**src/rtl/alu_pkg.sv**
```systemverilog
// alu_pkg: shared types for the sequential ALU.
//   INSTR    - 4-bit opcode encoding; codes 0..8 are the original combinational
//              ALU ops, 9..11 add shifts and multiply, 12..15 are illegal.
//   state_t  - control FSM states of alu_seq.
//   is_legal - 1 for any defined opcode.
package alu_pkg;

  typedef enum bit [3:0] {
    ADD  = 4'b0000,
    SUB  = 4'b0001,
    AND  = 4'b0010,
    OR   = 4'b0011,
    NAND = 4'b0100,
    NOR  = 4'b0101,
    NOT  = 4'b0110,
    XOR  = 4'b0111,
    XNOR = 4'b1000,
    SHL  = 4'b1001,
    SHR  = 4'b1010,
    MUL  = 4'b1011
  } INSTR;

  typedef enum logic [1:0] {
    IDLE = 2'd0,
    BUSY = 2'd1,
    DONE = 2'd2
  } state_t;

  // Defined opcodes are contiguous from 0 up to MUL.
  function automatic logic is_legal(input logic [3:0] sel);
    return (sel <= 4'(MUL));
  endfunction

endpackage

```
**src/rtl/alu_seq_if.sv**
```systemverilog
// alu_seq_if: request/response bundle between the decoder side and alu_seq.
//   Request : in_valid, in_ready, A, B, sel, c_in
//   Response: out_valid, out_ready, Y, C, V, Z, N, E
// master = requester/consumer (drives request and out_ready),
// slave  = the ALU (drives in_ready and the result).
interface alu_seq_if #(
  parameter int WIDTH = 8
);

  logic             in_valid;
  logic             in_ready;
  logic [WIDTH-1:0] A;
  logic [WIDTH-1:0] B;
  logic [3:0]       sel;
  logic             c_in;
  logic             out_valid;
  logic             out_ready;
  logic [WIDTH-1:0] Y;
  logic             C;
  logic             V;
  logic             Z;
  logic             N;
  logic             E;

  modport master (
    output in_valid, A, B, sel, c_in, out_ready,
    input  in_ready, out_valid, Y, C, V, Z, N, E
  );

  modport slave (
    input  in_valid, A, B, sel, c_in, out_ready,
    output in_ready, out_valid, Y, C, V, Z, N, E
  );

endinterface

```
**src/rtl/alu_comb.sv**
```systemverilog
// alu_comb: combinational datapath for every single-cycle opcode.
//   a, b  - operands; shifts use b[CNT_W-1:0] as the shift amount
//   sel   - opcode (alu_pkg::INSTR)
//   c_in  - carry in, ADD only
//   y     - result (zero for MUL, which is handled by the sequencer, and for
//           illegal opcodes)
//   c, v  - carry/borrow/shifted-out bit and signed overflow
//   e     - illegal opcode
module alu_comb
  import alu_pkg::*;
#(
  parameter int WIDTH = 8
) (
  input  logic [WIDTH-1:0] a,
  input  logic [WIDTH-1:0] b,
  input  logic [3:0]       sel,
  input  logic             c_in,
  output logic [WIDTH-1:0] y,
  output logic             c,
  output logic             v,
  output logic             e
);

  localparam int CNT_W = $clog2(WIDTH + 1);

  logic [WIDTH:0]   add_ext;
  logic [WIDTH:0]   sub_ext;
  logic [WIDTH:0]   shl_ext;
  logic [WIDTH:0]   shr_ext;
  logic [CNT_W-1:0] sh;

  assign sh = b[CNT_W-1:0];

  assign add_ext = {1'b0, a} + {1'b0, b} + {{WIDTH{1'b0}}, c_in};
  assign sub_ext = {1'b0, a} + {1'b0, ~b} + {{WIDTH{1'b0}}, 1'b1};

  // One guard bit beyond the operand catches the last bit shifted out.
  // For sh == 0 the guard stays 0, for sh == WIDTH it holds the far-end
  // operand bit, and for sh > WIDTH everything has left the vector.
  assign shl_ext = {1'b0, a} << sh;
  assign shr_ext = {a, 1'b0} >> sh;

  always_comb begin
    y = '0;
    c = 1'b0;
    v = 1'b0;
    e = ~is_legal(sel);
    case (sel)
      ADD: begin
        y = add_ext[WIDTH-1:0];
        c = add_ext[WIDTH];
        v = (a[WIDTH-1] == b[WIDTH-1]) && (add_ext[WIDTH-1] != a[WIDTH-1]);
      end
      SUB: begin
        y = sub_ext[WIDTH-1:0];
        c = sub_ext[WIDTH];
        v = (a[WIDTH-1] != b[WIDTH-1]) && (sub_ext[WIDTH-1] != a[WIDTH-1]);
      end
      AND:  y = a & b;
      OR:   y = a | b;
      NAND: y = ~(a & b);
      NOR:  y = ~(a | b);
      NOT:  y = ~a;
      XOR:  y = a ^ b;
      XNOR: y = ~(a ^ b);
      SHL: begin
        y = shl_ext[WIDTH-1:0];
        c = shl_ext[WIDTH];
      end
      SHR: begin
        y = shr_ext[WIDTH:1];
        c = shr_ext[0];
      end
      default: y = '0;
    endcase
  end

endmodule

```
**src/rtl/alu_seq.sv**
```systemverilog
// alu_seq: registered ALU with valid/ready handshakes and a shift-add multiply.
//   clk - clock, all state changes on the rising edge
//   rst - synchronous active-high reset
//   bus - alu_seq_if slave: request (in_valid/in_ready, A, B, sel, c_in) and
//         registered response (out_valid/out_ready, Y, C, V, Z, N, E)
// Single-cycle ops deliver out_valid one cycle after the accept. MUL spends
// WIDTH cycles in BUSY, one partial product per cycle.
module alu_seq
  import alu_pkg::*;
#(
  parameter int WIDTH = 8
) (
  input  logic      clk,
  input  logic      rst,
  alu_seq_if.slave  bus
);

  localparam int CNT_W = $clog2(WIDTH + 1);

  state_t               state_reg;
  logic [2*WIDTH-1:0]   mcand_reg;
  logic [2*WIDTH-1:0]   acc_reg;
  logic [2*WIDTH-1:0]   acc_next;
  logic [WIDTH-1:0]     mplier_reg;
  logic [CNT_W-1:0]     cnt_reg;

  logic [WIDTH-1:0]     y_reg;
  logic                 c_reg;
  logic                 v_reg;
  logic                 z_reg;
  logic                 n_reg;
  logic                 e_reg;
  logic                 out_valid_reg;

  logic [WIDTH-1:0]     comb_y;
  logic                 comb_c;
  logic                 comb_v;
  logic                 comb_e;

  logic                 in_ready;
  logic                 accept;
  logic                 is_mul;

  alu_comb #(
    .WIDTH (WIDTH)
  ) u_comb (
    .a    (bus.A),
    .b    (bus.B),
    .sel  (bus.sel),
    .c_in (bus.c_in),
    .y    (comb_y),
    .c    (comb_c),
    .v    (comb_v),
    .e    (comb_e)
  );

  // A result waiting in DONE can be replaced in the same cycle it is taken,
  // which gives back-to-back throughput. Held low while rst is asserted.
  assign in_ready = ~rst && ((state_reg == IDLE) ||
                             ((state_reg == DONE) && bus.out_ready));
  assign accept   = bus.in_valid && in_ready;
  assign is_mul   = (bus.sel == 4'(MUL));

  // The multiplicand walks left while the multiplier walks right, so the LSB
  // of mplier_reg always selects the correctly weighted partial product.
  assign acc_next = mplier_reg[0] ? (acc_reg + mcand_reg) : acc_reg;

  always_ff @(posedge clk) begin
    if (rst) begin
      state_reg     <= IDLE;
      out_valid_reg <= 1'b0;
      y_reg         <= '0;
      c_reg         <= 1'b0;
      v_reg         <= 1'b0;
      z_reg         <= 1'b0;
      n_reg         <= 1'b0;
      e_reg         <= 1'b0;
      cnt_reg       <= '0;
      acc_reg       <= '0;
      mcand_reg     <= '0;
      mplier_reg    <= '0;
    end else begin
      case (state_reg)
        IDLE, DONE: begin
          // Result consumed; a simultaneous accept below overrides this.
          if ((state_reg == DONE) && bus.out_ready) begin
            state_reg     <= IDLE;
            out_valid_reg <= 1'b0;
          end
          if (accept) begin
            if (is_mul) begin
              mcand_reg     <= {{WIDTH{1'b0}}, bus.A};
              mplier_reg    <= bus.B;
              acc_reg       <= '0;
              cnt_reg       <= CNT_W'(WIDTH);
              out_valid_reg <= 1'b0;
              state_reg     <= BUSY;
            end else begin
              y_reg         <= comb_y;
              c_reg         <= comb_c;
              v_reg         <= comb_v;
              z_reg         <= (comb_y == '0);
              n_reg         <= comb_y[WIDTH-1];
              e_reg         <= comb_e;
              out_valid_reg <= 1'b1;
              state_reg     <= DONE;
            end
          end
        end
        BUSY: begin
          acc_reg    <= acc_next;
          mcand_reg  <= {mcand_reg[2*WIDTH-2:0], 1'b0};
          mplier_reg <= mplier_reg >> 1;
          cnt_reg    <= cnt_reg - CNT_W'(1);
          // Last iteration: the product is complete in acc_next.
          if (cnt_reg == CNT_W'(1)) begin
            y_reg         <= acc_next[WIDTH-1:0];
            c_reg         <= |acc_next[2*WIDTH-1:WIDTH];
            v_reg         <= 1'b0;
            z_reg         <= (acc_next[WIDTH-1:0] == '0);
            n_reg         <= acc_next[WIDTH-1];
            e_reg         <= 1'b0;
            out_valid_reg <= 1'b1;
            state_reg     <= DONE;
          end
        end
        default: begin
          state_reg     <= IDLE;
          out_valid_reg <= 1'b0;
        end
      endcase
    end
  end

  assign bus.in_ready  = in_ready;
  assign bus.out_valid = out_valid_reg;
  assign bus.Y         = y_reg;
  assign bus.C         = c_reg;
  assign bus.V         = v_reg;
  assign bus.Z         = z_reg;
  assign bus.N         = n_reg;
  assign bus.E         = e_reg;

endmodule

```
**src/flat_wrapper.sv**
```systemverilog
// flat-port wrapper written by rule: the top's interface ports become plain ports
module alu_seq_flat import alu_pkg::*;
#(
  parameter int WIDTH = 8
)
  (clk, rst, bus_in_valid, bus_A, bus_B, bus_sel, bus_c_in, bus_out_ready, bus_in_ready, bus_out_valid, bus_Y, bus_C, bus_V, bus_Z, bus_N, bus_E);
  alu_seq_if #(.WIDTH(WIDTH)) bus_i ();
  input  logic clk;
  input  logic rst;
  input wire logic [$bits(bus_i.in_valid)-1:0] bus_in_valid;
  input wire logic [$bits(bus_i.A)-1:0] bus_A;
  input wire logic [$bits(bus_i.B)-1:0] bus_B;
  input wire logic [$bits(bus_i.sel)-1:0] bus_sel;
  input wire logic [$bits(bus_i.c_in)-1:0] bus_c_in;
  input wire logic [$bits(bus_i.out_ready)-1:0] bus_out_ready;
  output wire logic [$bits(bus_i.in_ready)-1:0] bus_in_ready;
  output wire logic [$bits(bus_i.out_valid)-1:0] bus_out_valid;
  output wire logic [$bits(bus_i.Y)-1:0] bus_Y;
  output wire logic [$bits(bus_i.C)-1:0] bus_C;
  output wire logic [$bits(bus_i.V)-1:0] bus_V;
  output wire logic [$bits(bus_i.Z)-1:0] bus_Z;
  output wire logic [$bits(bus_i.N)-1:0] bus_N;
  output wire logic [$bits(bus_i.E)-1:0] bus_E;
  assign bus_i.in_valid = bus_in_valid;
  assign bus_i.A = bus_A;
  assign bus_i.B = bus_B;
  assign bus_i.sel = bus_sel;
  assign bus_i.c_in = bus_c_in;
  assign bus_i.out_ready = bus_out_ready;
  assign bus_in_ready = bus_i.in_ready;
  assign bus_out_valid = bus_i.out_valid;
  assign bus_Y = bus_i.Y;
  assign bus_C = bus_i.C;
  assign bus_V = bus_i.V;
  assign bus_Z = bus_i.Z;
  assign bus_N = bus_i.N;
  assign bus_E = bus_i.E;
  alu_seq #(.WIDTH(WIDTH)) u_core (.clk(clk), .rst(rst), .bus(bus_i));
endmodule
```
**config.mk**
```make
export PLATFORM = sky130hd
export DESIGN_NAME = alu_seq_flat
export DESIGN_NICKNAME = d
export VERILOG_FILES = /design/src/rtl/alu_pkg.sv /design/src/rtl/alu_seq_if.sv /design/src/rtl/alu_comb.sv /design/src/rtl/alu_seq.sv /design/src/flat_wrapper.sv
export SDC_FILE = /design/constraint.sdc
export NUM_CORES = 1
export LEC_CHECK = 0
export CAP_MARGIN = 25
export CELL_PAD_IN_SITES_DETAIL_PLACEMENT = 1
export CELL_PAD_IN_SITES_GLOBAL_PLACEMENT = 1
export CORE_MARGIN = 3
export CORE_UTILIZATION = 30
export DETAILED_ROUTE_END_ITERATION = 7
export GPL_TIMING_DRIVEN = 0
export MAX_ROUTING_LAYER = met4
export PLACE_DENSITY = 0.66
export SLEW_MARGIN = 20
export SYNTH_ARGS = -nofsm -noshare
export SYNTH_HDL_FRONTEND = slang
export SYNTH_SLANG_ARGS = --single-unit
```
**constraint.sdc**
```tcl
create_clock -name clk -period 2.67 [get_ports clk]
set_clock_uncertainty 0.1 [all_clocks]
set_input_delay 0.267 -clock clk [delete_from_list [all_inputs] [get_ports clk]]
set_output_delay 0.267 -clock clk [all_outputs]
set_load 0.005 [all_outputs]
```
==> reports/qor.yml, run 1 <==
status:
  status: "finished, violations left"
  violations: "setup timing"
synthesis:
  yosys_warnings: 0
  synth_seq_area_share: 0.215
  ys_types: 74
  async_flop_share: 0
  synth-edff-count: 0
  synth_nets: 773
  syn_avg_cell_area_um2: 7.70
  synth_area_um2: 5410
  syn_inst: 702
  synth-seq-cells: 58
  synth_top_flop_cell: "dfxtp_1"
route:
  drtPass1Iterations: 5
  route.detailed.drc: 0
  drt_iter0_markers: 450
  drtAntennaViolNets: 0
  wl_per_cell_um: 22.3
  vias: 6009
  drt-vias-per-instance: 5.93
  wl_um: 22600
placed_design:
  numPortBuffers: 37
  dp.cells: 964
  hpwl_um: 16600
  dp_worst_setup_slack_ps: -1420
  gp_congestion: 0.931
cells_and_area:
  final_common_cell: "a21oi_1"
  final_cell_mix: "68 x a21oi_1, 65 x nand2_1, 60 x nor2_1"
  instances_no_fill: 1013
  layout-drive-gt1-share: 0.240
  syn2layout_area_growth_pct: 31.6
  antennaDiodeCount: 0
  layout.nets: 855
  fillCellCount: 2096
sta:
  setup_slack_ps: -142
  slew_viol_final: 0
  finalCriticalPeriod_ps: 2810
  setup_viol: 3
  clock.fmax_mhz: 356
  slew_headroom: 0.537
  worst_pin_slew_ps: 694
  final.period_utilization: 1.05
  rsz0062_at_grt: "true"
  hold_violations: 0
global_route:
  antenna_found_initial: 1
  grtUsageTotal: 0.234
  grt-ovfl-total: 0
  grt_max_degree: 12
  grt_pass1_vias: 6247
  grt_first_pass_wirelength_um: 35900
clocking:
  cts_tree: "yes"
  clk-insertion-delay-late_ps: 330
  cts_buffers: 9
  path_clk_slew_ps: 50
  htreeDepth: 3
  ctsHoldBuffers: 0
  clk_path_buf_depth: 2
  cts-root-buf: "clkbuf_16"
  clock_sinks: 58
setup_path:
  end_kind: "flip-flop"
  path_cells: "clkdlybuf4s15_2 > buf_6 > mux2_2 > a22o_1 > a211o_1 > o211ai_1 > a41oi_2 > a2111oi_4 > nand4_1 > o41a_1"
  slowest_stage: "o211ai_1"
  critPathRequiredTime_ps: 2760
  crit_fanout: 3
  max_stage_delay_ps: 400
  worst_setup_path_start_kind: "input pin"
  worstSetupPathType: "input pin to flip-flop"
  r2r_cells: 10
  cp.arrival_ps: 2900
pwr:
  p_leak_nw: 2.64
  power_density_nw_per_um2: 384
  peakVddDrop_mv: 0.318
min_path:
  min_path_type: "input pin to flip-flop"
  min_path_cells: 3
floorplan:
  die_h_um: 140
  rows: 48
  die_w_um: 140
  coreArea_um2: 17500
  boundaryPins: 40
  start_util: 0.309
  floorplan.die_area_um2: 19700
flow_run:
  cap_violations: 0
-- through the flow --
stage | hold slack (ps) | util | instance area [µm²] | total power [mW] | setup TNS, ps
floorplan | 303 | - | 5450 | 1.25 | -3.69
global placement | 346 | 0.349 | 6100 | 1.46 | -40500
detailed placement | 354 | 0.350 | 6110 | 1.48 | -31070
CTS | 157 | 0.398 | 6950 | 2.72 | -181
global route | 195 | 0.407 | 7110 | 2.84 | -593
finish | 162 | 0.407 | 7110 | 2.73 | -254
-- routing by layer --
layer,track usage,up-vias,part of all wire
li1,-,2773,-
met1,0.316,3005,0.46
met2,0.376,191,0.47
met3,0.0249,40,0.047
met4,0.0592,0,0.019
met5,-,-,0
-- worst paths after layout --
path                             start                   end  slack (ps)
setup reg to reg   u_core.mcand_reg[0]          u_core.bus.C        -140
hold reg to reg   u_core.mplier_reg[4]  u_core.mplier_reg[4]         360
hold / removal                bus_A[0]   u_core.mcand_reg[0]         160
setup / recovery              bus_A[5]          u_core.bus.C        -140
-- worst max-delay path: cells and delay by family --
family | cells | cell delay (ps)
compound gates | 6 | 1910
buf+inv | 2 | 340
mux | 1 | 260
simple gates | 1 | 130
-- report_power, final --
group | switching (mW) | internal, mW
clock network | 0.421 | 0.742
registers | 0.00957 | 0.876
logic | 0.397 | 0.288
-- kinds of logic (layout without fill, tap and decap cells) --
kind of cell / after synthesis / after routing / share of synthesized area
fa+ha+maj: 46 / 46 / 0.112
mux: 35 / 35 / 0.0840
buf+inv: 85 / 171 / 0.0657
compound gates: 233 / 233 / 0.295
simple gates: 230 / 230 / 0.204
xor+xnor: 15 / 15 / 0.0243
flops: 58 / 58 / 0.215
-- cell usage after synthesis (5+ instances only) --
cell,n,area share
a2111oi_0,5,0.0081
a211oi_1,10,0.014
a21o_1,7,0.0097
a21oi_1,72,0.067
a221oi_1,6,0.0097
a22oi_1,25,0.035
a311oi_1,5,0.0081
a31oi_1,7,0.0081
a32oi_1,5,0.0081
buf_1,5,0.0035
buf_2,14,0.013
clkbuf_1,32,0.022
dfxtp_1,58,0.21
ha_1,42,0.097
inv_1,30,0.021
mux2_2,9,0.019
mux2i_1,18,0.033
mux4_2,7,0.029
nand2_1,66,0.046
nand2b_1,10,0.012
nand3_1,26,0.024
nand4_1,5,0.0058
nor2_1,61,0.042
nor2b_1,14,0.016
nor3_1,16,0.015
nor4_1,5,0.0058
o21ai_0,34,0.031
o21bai_1,7,0.0097
xnor2_1,12,0.019
-- area by class of cell --
cell class,count,area [µm²],area share
multi-input combinational,559,4300,0.605
tap,225,282,0.0396
clock buffer,11,243,0.0341
sequential,58,1180,0.166
buffer,55,329,0.0463
clock inverter,4,52.6,0.00739
inverter,30,119,0.0167
timing repair buffer,71,607,0.0853
-- what timing repair did --
| action | 4_1_cts | 5_1_grt |
|---|---|---|
| endpoints found under the setup margin | 39 | 30 |
| buffers inserted | 29 | 5 |
| gates cloned | 0 | 0 |
| pin swaps | 33 | 6 |
| gates resized for setup | 143 | 32 |
| endpoints found under the hold margin | 0 | 0 |
(Power assumes the default switching activity.)
==> run 2: changes to the inputs <==
GPL_ROUTABILITY_DRIVEN = 0   (was default)
==> reports/qor.yml, run 2 (same netlist as run 1, synthesis figures left out) <==
status:
  status: "finished, violations left"
  violations: "setup timing"
min_path:
  hp-start: "bus_A[0]"
  worstHoldEndpoint: "u_core.mcand_reg[0]"
  min_path_cells: 3  # unchanged
  min_path_type: "input pin to flip-flop"
clocking:
  cts-root-buf: "clkbuf_16"
  cts_tree: "yes"
  clk_path_buf_depth: 2  # unchanged
  clock_sinks: 58  # unchanged
  htreeDepth: 3  # unchanged
  cts_buffers: 9  # unchanged
  path_clk_slew_ps: 50  # about the same
  clk-insertion-delay-late_ps: 330  # about the same
cells_and_area:
  fillCellCount: 2033  # -3.0%
  fin_util: 0.425  # +0.0175
  layout-drive-gt1-share: 0.278  # +0.0380
  register_area_um2: 1180  # -0.21%
  multi_input_area_um2: 4450  # +3.5%
  final_cell_mix: "65 x nand2_1, 64 x a21oi_1, 59 x nor2_1"
  antennaDiodeCount: 0  # unchanged
  syn2layout_area_growth_pct: 37.3
  layout.nets: 865  # +1.2%
  final_common_cell: "nand2_1"
route:
  wl_um: 22900  # +1.1%
  drtPass1Iterations: 5  # unchanged
  drt_iter0_markers: 427  # -5.1%
  drtAntennaViolNets: 0  # unchanged
  drt-vias-per-instance: 5.95  # +0.23%
  route.detailed.drc: 0  # unchanged
  vias: 6088  # +1.3%
  wl_per_cell_um: 22.3  # about the same
global_route:
  grt_first_pass_wirelength_um: 34900  # -2.7%
  grt_max_degree: 12  # unchanged
  antenna_found_initial: 0  # -1
  grtUsageTotal: 0.228  # -0.00564
  grt-ovfl-total: 0  # unchanged
  grt_pass1_vias: 6174  # -1.2%
setup_path:
  worst-path-stages: 11  # +1
  cp.arrival_ps: 2900  # about the same
  end_kind: "flip-flop"
  slowest_stage: "o41a_1"
  critPathRequiredTime_ps: 2770  # about the same
  worstSetupPathType: "flip-flop to flip-flop"
  reg2reg_from: "u_core.mcand_reg[0]"
  max_stage_delay_ps: 420  # +20 ps
  crit_fanout: 2  # -1
  r2r_end: "u_core.bus.C"
  startpoint: "u_core.mcand_reg[0]"
  crit_path_frequent_cell: "buf_4"
  worstPathBufferInverterCount: 2  # unchanged
  path_cells: "ha_4 > fa_2 > a211oi_2 > o21a_1 > buf_4 > buf_4 > nor2_1 > a21oi_1 > xnor2_1 > mux2_2 > o41a_1"
  r2r_slack_ps: -140  # about the same
  r2r_cells: 11  # +1
  critPathTopFamily: "compound AO/OA/AOI/OAI gates"
  worst_setup_path_start_kind: "flip-flop"
placed_design:
  numPortBuffers: 37  # unchanged
  hpwl_um: 16400  # -1.2%
sta:
  clock.fmax_mhz: 356  # +0.22%
  slew_headroom: 0.490  # -0.0470
  hold_violations: 0  # unchanged
  slew_viol_final: 0  # unchanged
  setup_viol: 1  # -2
  worst_pin_slew_ps: 762  # +67.8 ps
  rsz0062_at_grt: "true"
  setup_slack_ps: -136  # +6.20 ps
  finalCriticalPeriod_ps: 2810  # -6.19 ps
  final.period_utilization: 1.05  # -0.00232
floorplan:
  start_util: 0.309  # unchanged
  boundaryPins: 40  # unchanged
  rows: 48  # unchanged
  floorplan.die_area_um2: 19700  # unchanged
  die_h_um: 140  # unchanged
  die_w_um: 140  # unchanged
  coreArea_um2: 17500  # unchanged
flow_run:
  cap_violations: 0  # unchanged
pwr:
  total_power_mw: 2.94  # +7.5%
  p_leak_nw: 2.78  # +5.3%
  power_density_nw_per_um2: 396  # +3.1%
  peakVddDrop_mv: 0.291  # -8.6%
run 2: cell types whose count changed in the layout (fill, tap and decap cells not counted), sizes merged, moves of 2 or more:
cell           delta
dlymetal6s2s      +2
buf              +14
clkinvlp          -2
clkdlybuf4s15     -4
dlygate4sd2       -6
clkinv            +2
clkbuf            +4
run 2: area by class of cell:
cell class	instances	area share
Timing Repair Buffer	82	0.0929
Sequential cell	58	0.159
Clock inverter	4	0.00978
Inverter	30	0.0177
Tap cell	225	0.0379
Buffer	54	0.0467
Multi-Input combinational cell	559	0.600
Clock buffer	12	0.0359
run 2: how the worst max path moves through the flow:
stage	end	slack (ps)
after floorplan	u_core.bus.C	-4
after global placement	u_core.bus.Z	-1340
after detailed placement	u_core.bus.Z	-1410
after CTS	u_core.bus.C	-180
after global routing	u_core.bus.C	-190
final	u_core.bus.C	-140
run 2: where the power goes:
group | leakage [nW] | total (mW) | internal [mW] | switching (mW)
logic | 2.14 | 0.742 | 0.322 | 0.419
registers | 0.474 | 0.887 | 0.877 | 0.0100
clock network | 0.165 | 1.31 | 0.891 | 0.419
total | 2.78 | 2.94 | 2.09 | 0.848
run 2: routing by layer:
layer,track usage,share of wire,vias up
li1,-,-,2789
met1,0.313,0.45,3083
met2,0.358,0.48,180
met3,0.0198,0.051,36
met4,0.0709,0.019,0
met5,-,0,-
run 2: what timing repair did:
action	in CTS	in global routing
cloned	0	0
hold buffers	0	0
pin swaps	28	41
setup endpoints to repair	37	24
resized for setup	118	114
setup buffers	20	25
run 2: stage by stage:
stage	instances	setup TNS, ps	cell area [µm²]	hold slack (ps)	setup WS, ps
floorplan	702	-3.69	5450	303	-3.69
global placement	964	-39330	6100	347	-1340
detailed placement	964	-29350	6110	351	-1410
CTS	999	-217	6860	188	-177
global route	1024	-368	7420	120	-189
finish	1024	-136	7420	115	-136
run 2: worst reg2reg max path: stages (launching register included):
cell and delay (ps):
dfxtp_4 360, ha_4 170, fa_2 400, a211oi_2 230
o21a_1 180, buf_4 120, buf_4 110, nor2_1 40
a21oi_1 180, xnor2_1 80, mux2_2 290, o41a_1 420
